[config.mk]
export PLATFORM = sky130hd
export DESIGN_NAME = memory_access_stage_flat
export DESIGN_NICKNAME = d
export VERILOG_FILES = /design/src/rtl/memory_access_stage_if.sv /design/src/rtl/memory_access_stage.sv /design/src/flat_wrapper.sv
export SDC_FILE = /design/constraint.sdc
export NUM_CORES = 1
export LEC_CHECK = 0
export ABC_AREA = 1
export CAP_MARGIN = 20
export CELL_PAD_IN_SITES_DETAIL_PLACEMENT = 1
export CELL_PAD_IN_SITES_GLOBAL_PLACEMENT = 2
export CORE_ASPECT_RATIO = 1.4
export CORE_MARGIN = 3
export CORE_UTILIZATION = 19
export DETAILED_ROUTE_END_ITERATION = 12
export GPL_TIMING_DRIVEN = 1
export HOLD_SLACK_MARGIN = 0.06
export PLACE_DENSITY = 0.94
export SYNTH_ARGS = -nofsm -noshare
export SYNTH_HDL_FRONTEND = slang
export SYNTH_SLANG_ARGS = --single-unit
[constraint.sdc]
create_clock -name clk -period 3.93 [get_ports clk]
set_clock_uncertainty 0.05 [all_clocks]
set_input_delay 0.786 -clock clk [delete_from_list [all_inputs] [get_ports clk]]
set_output_delay 0.786 -clock clk [all_outputs]
set_load 0.005 [all_outputs]
[src/rtl/memory_access_stage_if.sv]
// Data-memory request/acknowledge port between the MEM stage (master) and data memory (slave).
// Address is a word address; the payload is a single 32-bit word.
interface memory_access_stage_if #(
  parameter int ADDR_W = 14
);
  logic              mem_req;
  logic              mem_we;
  logic [ADDR_W-1:0] mem_addr;
  logic [31:0]       mem_wdata;
  logic [31:0]       mem_rdata;
  logic              mem_ack;

  modport master (
    output mem_req, mem_we, mem_addr, mem_wdata,
    input  mem_rdata, mem_ack
  );

  modport slave (
    input  mem_req, mem_we, mem_addr, mem_wdata,
    output mem_rdata, mem_ack
  );
endinterface

[src/rtl/memory_access_stage.sv]
// MEM pipeline stage with MEM/WB register: word loads/stores over a req/ack port,
// upstream stall while an access is outstanding, timeout abort and sticky error flag.
module memory_access_stage #(
  parameter int ADDR_W  = 14,
  parameter int RD_W    = 3,
  parameter int TIMEOUT = 16
) (
  input  logic                  clk,
  input  logic                  rst,
  input  logic                  in_valid,
  input  logic [31:0]           ALU_result,
  input  logic [31:0]           store_data,
  input  logic                  MemR,
  input  logic                  MemW,
  input  logic                  WBSel,
  input  logic                  WR,
  input  logic [RD_W-1:0]       Rd,
  output logic                  stall,
  memory_access_stage_if.master mem,
  output logic                  out_valid,
  output logic [31:0]           ALU_result_out,
  output logic [31:0]           MEM_Data,
  output logic                  WBSel_out,
  output logic                  WR_out,
  output logic [RD_W-1:0]       Rd_out,
  output logic                  mem_err
);

  localparam int CNT_W = $clog2(TIMEOUT + 1);

  typedef enum logic [0:0] {S_IDLE, S_WAIT} state_t;

  state_t           r_state, w_state_nxt;
  logic [CNT_W-1:0] r_cnt_p0;

  logic             r_vld_p1;
  logic [31:0]      r_alu_p1;
  logic [31:0]      r_mem_data_p1;
  logic             r_wbsel_p1;
  logic             r_wr_p1;
  logic [RD_W-1:0]  r_rd_p1;
  logic             r_err;

  logic w_is_mem, w_misalign, w_access;
  logic w_load, w_bubble, w_abort, w_take_data, w_wr_nxt;

  assign w_is_mem   = in_valid & (MemR | MemW);
  assign w_misalign = w_is_mem & (ALU_result[1:0] != 2'b00);
  assign w_access   = w_is_mem & (ALU_result[1:0] == 2'b00);

  // Address/data/direction come straight from the held EX/MEM inputs.
  assign mem.mem_req   = (r_state == S_WAIT);
  assign mem.mem_we    = MemW;
  assign mem.mem_addr  = ALU_result[ADDR_W+1:2];
  assign mem.mem_wdata = store_data;

  always_comb begin
    w_state_nxt = r_state;
    stall       = 1'b0;
    w_load      = 1'b0;
    w_bubble    = 1'b0;
    w_abort     = 1'b0;
    w_take_data = 1'b0;
    case (r_state)
      S_IDLE: begin
        if (w_access) begin
          stall       = 1'b1;
          w_bubble    = 1'b1;
          w_state_nxt = S_WAIT;
        end else begin
          w_load = 1'b1;
        end
      end
      S_WAIT: begin
        if (mem.mem_ack) begin
          w_load      = 1'b1;
          w_take_data = ~MemW;
          w_state_nxt = S_IDLE;
        end else if (r_cnt_p0 == CNT_W'(TIMEOUT - 1)) begin
          w_load      = 1'b1;
          w_abort     = 1'b1;
          w_state_nxt = S_IDLE;
        end else begin
          stall    = 1'b1;
          w_bubble = 1'b1;
        end
      end
      default: w_state_nxt = S_IDLE;
    endcase
  end

  // A squashed (misaligned or aborted) access still retires, but never writes a register.
  assign w_wr_nxt = WR & in_valid & ~w_misalign & ~w_abort;

  // ---- MEM -> MEM/WB boundary ----
  always_ff @(posedge clk) begin
    if (rst) begin
      r_state       <= S_IDLE;
      r_cnt_p0      <= '0;
      r_vld_p1      <= 1'b0;
      r_alu_p1      <= '0;
      r_mem_data_p1 <= '0;
      r_wbsel_p1    <= 1'b0;
      r_wr_p1       <= 1'b0;
      r_rd_p1       <= '0;
      r_err         <= 1'b0;
    end else begin
      r_state  <= w_state_nxt;
      r_cnt_p0 <= (r_state == S_WAIT && w_state_nxt == S_WAIT) ? r_cnt_p0 + 1'b1 : '0;
      if (w_load) begin
        r_vld_p1   <= in_valid;
        r_alu_p1   <= ALU_result;
        r_wbsel_p1 <= WBSel;
        r_wr_p1    <= w_wr_nxt;
        r_rd_p1    <= Rd;
        if (w_take_data) r_mem_data_p1 <= mem.mem_rdata;
      end else if (w_bubble) begin
        r_vld_p1 <= 1'b0;
        r_wr_p1  <= 1'b0;
      end
      if (w_abort || (w_load && w_misalign)) r_err <= 1'b1;
    end
  end

  assign out_valid      = r_vld_p1;
  assign ALU_result_out = r_alu_p1;
  assign MEM_Data       = r_mem_data_p1;
  assign WBSel_out      = r_wbsel_p1;
  assign WR_out         = r_wr_p1;
  assign Rd_out         = r_rd_p1;
  assign mem_err        = r_err;

endmodule
[src/flat_wrapper.sv]
// flat-port wrapper written by rule: the top's interface ports become plain ports
module memory_access_stage_flat 
#(
  parameter int ADDR_W  = 14,
  parameter int RD_W    = 3,
  parameter int TIMEOUT = 16
)
  (clk, rst, in_valid, ALU_result, store_data, MemR, MemW, WBSel, WR, Rd, stall, out_valid, ALU_result_out, MEM_Data, WBSel_out, WR_out, Rd_out, mem_err, mem_mem_req, mem_mem_we, mem_mem_addr, mem_mem_wdata, mem_mem_rdata, mem_mem_ack);
  memory_access_stage_if #(.ADDR_W(ADDR_W)) mem_i ();
  input  logic clk;
  input  logic rst;
  input  logic in_valid;
  input  logic [31:0] ALU_result;
  input  logic [31:0] store_data;
  input  logic MemR;
  input  logic MemW;
  input  logic WBSel;
  input  logic WR;
  input  logic [RD_W-1:0] Rd;
  output logic stall;
  output logic out_valid;
  output logic [31:0] ALU_result_out;
  output logic [31:0] MEM_Data;
  output logic WBSel_out;
  output logic WR_out;
  output logic [RD_W-1:0] Rd_out;
  output logic mem_err;
  output wire logic [$bits(mem_i.mem_req)-1:0] mem_mem_req;
  output wire logic [$bits(mem_i.mem_we)-1:0] mem_mem_we;
  output wire logic [$bits(mem_i.mem_addr)-1:0] mem_mem_addr;
  output wire logic [$bits(mem_i.mem_wdata)-1:0] mem_mem_wdata;
  input wire logic [$bits(mem_i.mem_rdata)-1:0] mem_mem_rdata;
  input wire logic [$bits(mem_i.mem_ack)-1:0] mem_mem_ack;
  assign mem_mem_req = mem_i.mem_req;
  assign mem_mem_we = mem_i.mem_we;
  assign mem_mem_addr = mem_i.mem_addr;
  assign mem_mem_wdata = mem_i.mem_wdata;
  assign mem_i.mem_rdata = mem_mem_rdata;
  assign mem_i.mem_ack = mem_mem_ack;
  memory_access_stage #(.ADDR_W(ADDR_W), .RD_W(RD_W), .TIMEOUT(TIMEOUT)) u_core (.clk(clk), .rst(rst), .in_valid(in_valid), .ALU_result(ALU_result), .store_data(store_data), .MemR(MemR), .MemW(MemW), .WBSel(WBSel), .WR(WR), .Rd(Rd), .stall(stall), .mem(mem_i), .out_valid(out_valid), .ALU_result_out(ALU_result_out), .MEM_Data(MEM_Data), .WBSel_out(WBSel_out), .WR_out(WR_out), .Rd_out(Rd_out), .mem_err(mem_err));
endmodule
* Word level (Yosys, flattened, before mapping) *
Cells that the tools add are included.

cells by class
  multiplexer cells = 15
  div/mod/pow operators = 0
  reduce and logical (&&, ||, !) cells = 8
  $lt $le $gt $ge = 0
  $add $sub $neg = 1
  multiply operators = 0
  shifts and indexed selects = 0
  bitwise gates (word level) = 12
  equal/unequal tests = 1

operator list
  kind                   count
  $mux W1                13
  $and A1 B1 Y1          6
  $add A5 B1 Y5 const B  1
  $eq A5 B4 Y1 const B   1
  $not A1 Y1             5
  $pmux W1 S2            2
  $reduce_bool A2 Y1     2
  $logic_and A1 B1 Y1    2
  $logic_not A2 Y1       1
  $reduce_and A2 Y1      1
  $reduce_or A2 Y1       1
  $logic_or A1 B1 Y1     1
  $or A1 B1 Y1           1

word-level totals
  input port bits = 107
  bits in read-only memories = 0
  RAM bits = 0
  latch bits = 0
  memories = 0
  register bits after elaboration = 77

* Logic depth before layout (Yosys ltp) *
Gate-level depths: netlist of run 1.

  depth after elaboration = 8
  depth in mapped cells = 11
  gate-level depth less buffers = 10

* Worst setup path after synthesis of run 1 *
No wires, ideal clock.

  kind = input port to output port
  start point = input ALU_result[0]
  end point = output stall
  buffers on the path = 0
  setup slack = 1802 ps
  data required time = 3094 ps
  stages = 3
  arrival = 1292 ps
  cells stage by stage = nor2_2 > nand4_2 > nand2_1

on the way
  longest elaborated chain between the ends = 4

RTL lines
  what                RTL line                   text
  start: declaration  flat_wrapper.sv:13         input logic [31:0] ALU_result;
  $logic_not A2 Y1    memory_access_stage.sv:49  assign w_access = w_is_mem & (ALU_result[1:0] == 2'b00);
  $and A1 B1 Y1       memory_access_stage.sv:49
  $mux W1             memory_access_stage.sv:66  if (w_access) begin
  $pmux W1 S2         memory_access_stage.sv:64  case (r_state)
  end: declaration    flat_wrapper.sv:20         output logic stall;

No other way between the ends.

* Worst setup path after layout of run 1 *
  start point = input MemW
  end point = output stall

on the way
  longest elaborated chain between the ends = 5

RTL lines
  what                RTL line                   text
  start: declaration  flat_wrapper.sv:16         input logic MemW;
  $or A1 B1 Y1        memory_access_stage.sv:47  assign w_is_mem = in_valid & (MemR | MemW);
  $and A1 B1 Y1       memory_access_stage.sv:47
  $and A1 B1 Y1       memory_access_stage.sv:49
  $mux W1             memory_access_stage.sv:66
  $pmux W1 S2         memory_access_stage.sv:64

No other way between the ends.

==> impl_metrics.env, run 1 <==
export IMPL_status="completed"
export IMPL_drc_errors=0
export IMPL_utilization=0.299
export IMPL_holdBufCountCts=0
export IMPL_yosys_area_share_simple=0.291
export IMPL_drt_iter0_drc=108
export IMPL_worstPathCellList="clkdlybuf4s50_1, inv_1, nand2_1, nand4_2, nand2_1, clkdlybuf4s50_1"
export IMPL_hpwlAfterDp_um=7600
export IMPL_synth_top_cell_by_area="dfxtp_1"
export IMPL_fin_crit_sh=0.782
export IMPL_cp_end_kind="primary output"
export IMPL_ys_seq_area_frac=0.458
export IMPL_critical_path_required_ns=3.09
export IMPL_muxShareOfSynthArea=0
export IMPL_synth_xor_area_share=0.00260
export IMPL_final_cell_mix="162 x clkdlybuf4s50_1, 145 x nor2_1, 77 x dfxtp_1"
export IMPL_clock_latency_ns=0.33
export IMPL_grt_pass1_wl_um=17100
export IMPL_pwr_density_cell_nw_per_um2=397
export IMPL_root_buffer="clkbuf_16"
export IMPL_antennaDiodeCount=0
export IMPL_syn_area_sq_um=3370
export IMPL_synthCells=469
export IMPL_critPathMaxStageDelay_ns=0.56
export IMPL_coreArea_sq_um=17400
export IMPL_critical_path_slowest_cell="clkdlybuf4s50_1"
export IMPL_synthFlopType="dfxtp_1"
export IMPL_m1WireLength_um=3990
export IMPL_area_growth_pct=54.6
export IMPL_synth_cell_types=24
export IMPL_tns_ns=0
export IMPL_drt_wirelength_per_cell_um=12.9
export IMPL_ys_seq_elements=77
export IMPL_crit_type="in -> out"
export IMPL_worst_path_buf_inv=3
export IMPL_yosysTopAreaCellShare=0.458
export IMPL_rsz0062_at_grt="no"
export IMPL_clk_pin_slew_worst_paths_ns=0.06
export IMPL_setup_viol_count_final=0
export IMPL_synthTopCellsByArea="dfxtp_1 46%, nor2_1 16%, buf_4 10%, nand3_1 5.8%, inv_1 5.0%"
export IMPL_synth_compound_area_share=0.0532
export IMPL_cts_buffers=9
export IMPL_vias_per_cell=3.94
export IMPL_track_usage=0.111
export IMPL_crit_family="buffers and inverters"
export IMPL_grt_max_degree=39
export IMPL_pin_count=227
export IMPL_clock_sinks=77
export IMPL_routabilityCongestion=0.663
export IMPL_synth_fa_ha_area_frac=0.00743
export IMPL_syn_area_per_cell_sq_um=7.18
export IMPL_synth_edf_count=0
export IMPL_critical_path_peak_fanout=3
export IMPL_wl_met3_um=863
export IMPL_ir_drop_mv=0.148
export IMPL_critPathLaunchType="input port"
export IMPL_hp_class="reg -> reg"
export IMPL_p_leak_nw=2.36
export IMPL_wl_met2_um=5400
export IMPL_synth_top_family_by_area="simple AND/OR/NAND/NOR gates"
export IMPL_post_cts_buffers=0
export IMPL_async_flop_share=0
export IMPL_cts_tree="built"
export IMPL_clk_path_buf_depth=2
export IMPL_htree_levels=3
export IMPL_tightest_slew_ns=0.807
export IMPL_hold_viol=0
export IMPL_grt_ovfl_total=0
export IMPL_dr_pass1_iters=4
export IMPL_fmax_ghz=0.326
export IMPL_final_common_cell="clkdlybuf4s50_1"
export IMPL_ctsResizeCount=0
export IMPL_wl_um=10600
export IMPL_initial_core_util=0.193
export IMPL_antenna_found_initial=0
export IMPL_top_layer_used="met4"
export IMPL_dieArea_sq_um=19400
export IMPL_maxCapViolCount=0
export IMPL_min_period_ns=3.07
export IMPL_grt_pass1_vias=3319
export IMPL_die_w_um=118
export IMPL_synth_warnings=0
export IMPL_drv_slew=0
export IMPL_drive_gt1_frac=0.0481
export IMPL_cp_arrival_ns=2.24
export IMPL_synth_nets=578
export IMPL_maxSlewHeadroom=0.460
export IMPL_via_count=3223
export IMPL_rows=57
export IMPL_antenna_left=0
export IMPL_die_height_um=163
export IMPL_io_buffers=162
export IMPL_nNetsFinal=687
[kinds of logic (layout without fill, tap and decap cells)]
logic type | Yosys count | in the layout
simple gates | 237 | 237
buf+inv | 117 | 230
flops | 77 | 77
compound gates | 35 | 35
fa+ha+maj | 2 | 2
xor+xnor | 1 | 1
[final cells by class]
type	instances	area [sq um]
fill	2131	12200
timing repair buffer	167	1660
sequential	77	1540
multi-input combinational	275	1190
tap	236	295
clock buffer	12	267
inverter	48	180
clock inverter	3	67.6
[worst reg2reg max path: stages (launching register included)]
cell	delay (ns)
dfxtp_1	0.36
ha_1	0.18
nand2_1	0.07
nor2_1	0.10
ha_1	0.21
inv_1	0.09
nand2_1	0.09
nand2_1	0.07
nand2_2	0.60
nor2_1	0.11
nor2_1	0.14
[routing by layer]
layer  GRT usage  vias up
li1            -     1609
met1       0.110     1478
met2       0.201      109
met3      0.0423       27
met4      0.0633        0
met5           0        -
[path summary, 6_finish.rpt]
kind	slack, ns	cells after the start	to	startpoint
worst max-delay path	0.86	6	stall	MemW
worst min register to register	0.41	1	u_core.r_cnt_p0[0]	u_core.r_cnt_p0[0]
worst max register to register	1.79	10	u_core.ALU_result_out[13]	u_core.r_cnt_p0[0]
worst min-delay path	0.41	1	u_core.r_cnt_p0[0]	u_core.r_cnt_p0[0]
[where the power goes]
| part | internal (mW) | switching [mW] | total, mW |
|---|---|---|---|
| logic | 0.177 | 0.115 | 0.292 |
| clock network | 0.605 | 0.327 | 0.932 |
| registers | 0.821 | 0.0195 | 0.841 |
[state kept, by name, summed over array words and instances (netlist names)]
register	cells
u_core.WR_out	1
u_core.Rd_out	3
u_core.mem.mem_req	1
u_core.r_cnt_p0	5
u_core.ALU_result_out	32
u_core.MEM_Data	32
u_core.out_valid	1
u_core.mem_err	1
u_core.WBSel_out	1
[cells in the mapped netlist, types with 2 or more instances]
master / instances
buf_4: 47
clkbuf_1: 10
buf_2: 12
nand3_1: 39
nand4_1: 2
dfxtp_1: 77
inv_2: 2
nor2_1: 145
inv_1: 45
ha_1: 2
o21ai_0: 32
nand2_1: 44
[metrics by stage]
step | worst slack [ns] | area [sq um] | hold WS, ns | cells | power [mW]
floorplan | 1.80 | 3370 | 0.368 | 469 | 0.989
global placement | 0.851 | 4870 | 0.382 | 803 | 1.15
detailed placement | 0.839 | 4870 | 0.401 | 803 | 1.16
CTS | 0.836 | 5200 | 0.415 | 818 | 2.12
global route | 0.761 | 5200 | 0.448 | 818 | 2.18
finish | 0.858 | 5200 | 0.406 | 818 | 2.06
Power figures use the tool's default switching activity.
==> run 2, diff against run 1 <==
--- a/config.mk
+++ b/config.mk
@@ -11,11 +11,11 @@
 export CELL_PAD_IN_SITES_GLOBAL_PLACEMENT = 2
 export CORE_ASPECT_RATIO = 1.4
 export CORE_MARGIN = 3
-export CORE_UTILIZATION = 19
+export CORE_UTILIZATION = 17
 export DETAILED_ROUTE_END_ITERATION = 12
 export GPL_TIMING_DRIVEN = 1
 export HOLD_SLACK_MARGIN = 0.06
-export PLACE_DENSITY = 0.94
+export PLACE_DENSITY = 0.86
 export SYNTH_ARGS = -nofsm -noshare
 export SYNTH_HDL_FRONTEND = slang
 export SYNTH_SLANG_ARGS = --single-unit
==> constraint.sdc (replaced) <==
create_clock -name clk -period 3.2 [get_ports clk]
set_clock_uncertainty 0.05 [all_clocks]
set_input_delay 0.64 -clock clk [delete_from_list [all_inputs] [get_ports clk]]
set_output_delay 0.64 -clock clk [all_outputs]
set_load 0.005 [all_outputs]
==> run 2 against run 1 <==
Against the previous run:
- cell area up 0.41%
- cell count is 1.7% higher
- sequential share of layout area down 0.12 points
- total power up 23%
- sequential power up 22%
- non-clock buffer count rose by 1
- largest cell class unchanged
==> impl_metrics.env, run 2 (synthesized netlist as in run 1, its figures left out) <==
export IMPL_die_w_um=125
export IMPL_r2r_setup_slack_ns=1.10
export IMPL_grt_max_degree=42
export IMPL_grt_pass1_wl_um=16800
export IMPL_holdBufCountCts=0
export IMPL_clock_sinks=77
export IMPL_final_cell_mix="162 x clkdlybuf4s50_1, 145 x nor2_1, 77 x dfxtp_1"
export IMPL_tns_ns=0
export IMPL_tightest_slew_ns=0.600
export IMPL_reg2reg_from="u_core.r_cnt_p0[0]"
export IMPL_clk_pin_slew_worst_paths_ns=0.06
export IMPL_utilization=0.270
export IMPL_post_cts_buffers=0
export IMPL_fin_crit_sh=0.874
export IMPL_place_ws_ns=0.400
export IMPL_die_height_um=172
export IMPL_setup_viol_count_final=0
export IMPL_pwr_density_cell_nw_per_um2=485
export IMPL_antennaDiodeCount=0
export IMPL_drc_errors=0
export IMPL_root_buffer="clkbuf_16"
export IMPL_dr_pass1_iters=4
export IMPL_critical_path_peak_fanout=3
export IMPL_min_delay_start="u_core.r_cnt_p0[0]"
export IMPL_cp_arrival_ns=2.11
export IMPL_maxCapViolCount=0
export IMPL_startpoint="MemW"
export IMPL_grt_ovfl_total=0
export IMPL_io_buffers=162
export IMPL_antenna_left=0
export IMPL_min_period_ns=2.80
export IMPL_track_usage=0.0984
export IMPL_grt_pass1_vias=3331
export IMPL_final_common_cell="clkdlybuf4s50_1"
export IMPL_via_count=3215
export IMPL_nNetsFinal=688
export IMPL_rows=60
export IMPL_setup_ws_ns=0.403
export IMPL_drv_slew=0
export IMPL_dieArea_sq_um=21500
export IMPL_critPathLaunchType="input port"
export IMPL_coreArea_sq_um=19400
export IMPL_pin_count=227
export IMPL_antenna_found_initial=0
export IMPL_status="completed"
export IMPL_routabilityCongestion=0.660
export IMPL_ir_drop_mv=0.165
export IMPL_drt_wirelength_per_cell_um=12.8
export IMPL_critical_path_required_ns=2.51
export IMPL_cts_tree="built"
export IMPL_hp_class="reg -> reg"
export IMPL_vias_per_cell=3.86
export IMPL_crit_type="in -> out"
export IMPL_fmax_ghz=0.357
export IMPL_nFillCells=2349
export IMPL_maxSlewHeadroom=0.599
export IMPL_clock_latency_ns=0.33
export IMPL_initial_core_util=0.174
export IMPL_hpwlAfterDp_um=7590
export IMPL_p_leak_nw=2.36
export IMPL_drive_gt1_frac=0.0514
export IMPL_htree_levels=3
export IMPL_rsz0062_at_grt="no"
export IMPL_area_growth_pct=55.2
export IMPL_drt_iter0_drc=56
export IMPL_ctsResizeCount=0
export IMPL_wl_um=10600
export IMPL_clk_path_buf_depth=2
export IMPL_cts_buffers=9
export IMPL_cp_end_kind="primary output"
export IMPL_hold_viol=0
export IMPL_fin_cells=832
export IMPL_place_inst=816
## run 2: changes by cell type in the layout (fill, tap and decap cells not counted), sizes merged
cell / delta
buf: +1
clkbuf: -2
inv: +2
clkinv: +1
## run 2: metrics by stage
step	power (mW)	instance area (sq um)	hold slack (ns)
finish	2.53	5230	0.396
global route	2.68	5230	0.428
global placement	1.42	4890	0.383
floorplan	1.22	3370	0.368
CTS	2.60	5230	0.403
detailed placement	1.42	4890	0.389
## run 2: layer usage
layer | part of all wire | track usage
met1 | 0.39 | 0.101
met2 | 0.50 | 0.174
met3 | 0.093 | 0.0436
met4 | 0.021 | 0.0453
met5 | 0 | 0
## run 2: final cells by class
type / instances / area, sq um / share of cell area
Clock buffer: 10 / 239 / 0.0457
Inverter: 48 / 180 / 0.0345
Clock inverter: 6 / 93.8 / 0.0180
Multi-Input combinational cell: 275 / 1190 / 0.228
Tap cell: 248 / 310 / 0.0594
Sequential cell: 77 / 1540 / 0.295
Timing Repair Buffer: 168 / 1670 / 0.319
## run 2: worst paths after layout
check | end | cells after the start
worst max-delay path | stall | 6
worst max register to register | u_core.ALU_result_out[9] | 11
worst min register to register | u_core.r_cnt_p0[0] | 1
worst min-delay path | u_core.r_cnt_p0[0] | 1
## run 2: worst max-delay path, cell delays in order
cell and delay, ns:
clkdlybuf4s50_1 0.54, inv_1 0.06, nand2_1 0.11, nand4_2 0.10
nand2_1 0.14, clkdlybuf4s50_1 0.52
## run 2: power breakdown
part,internal [mW],leakage (nW),switching [mW],total (mW)
registers,1.01,0.632,0.0242,1.03
logic,0.217,1.57,0.141,0.358
clock network,0.712,0.160,0.431,1.14
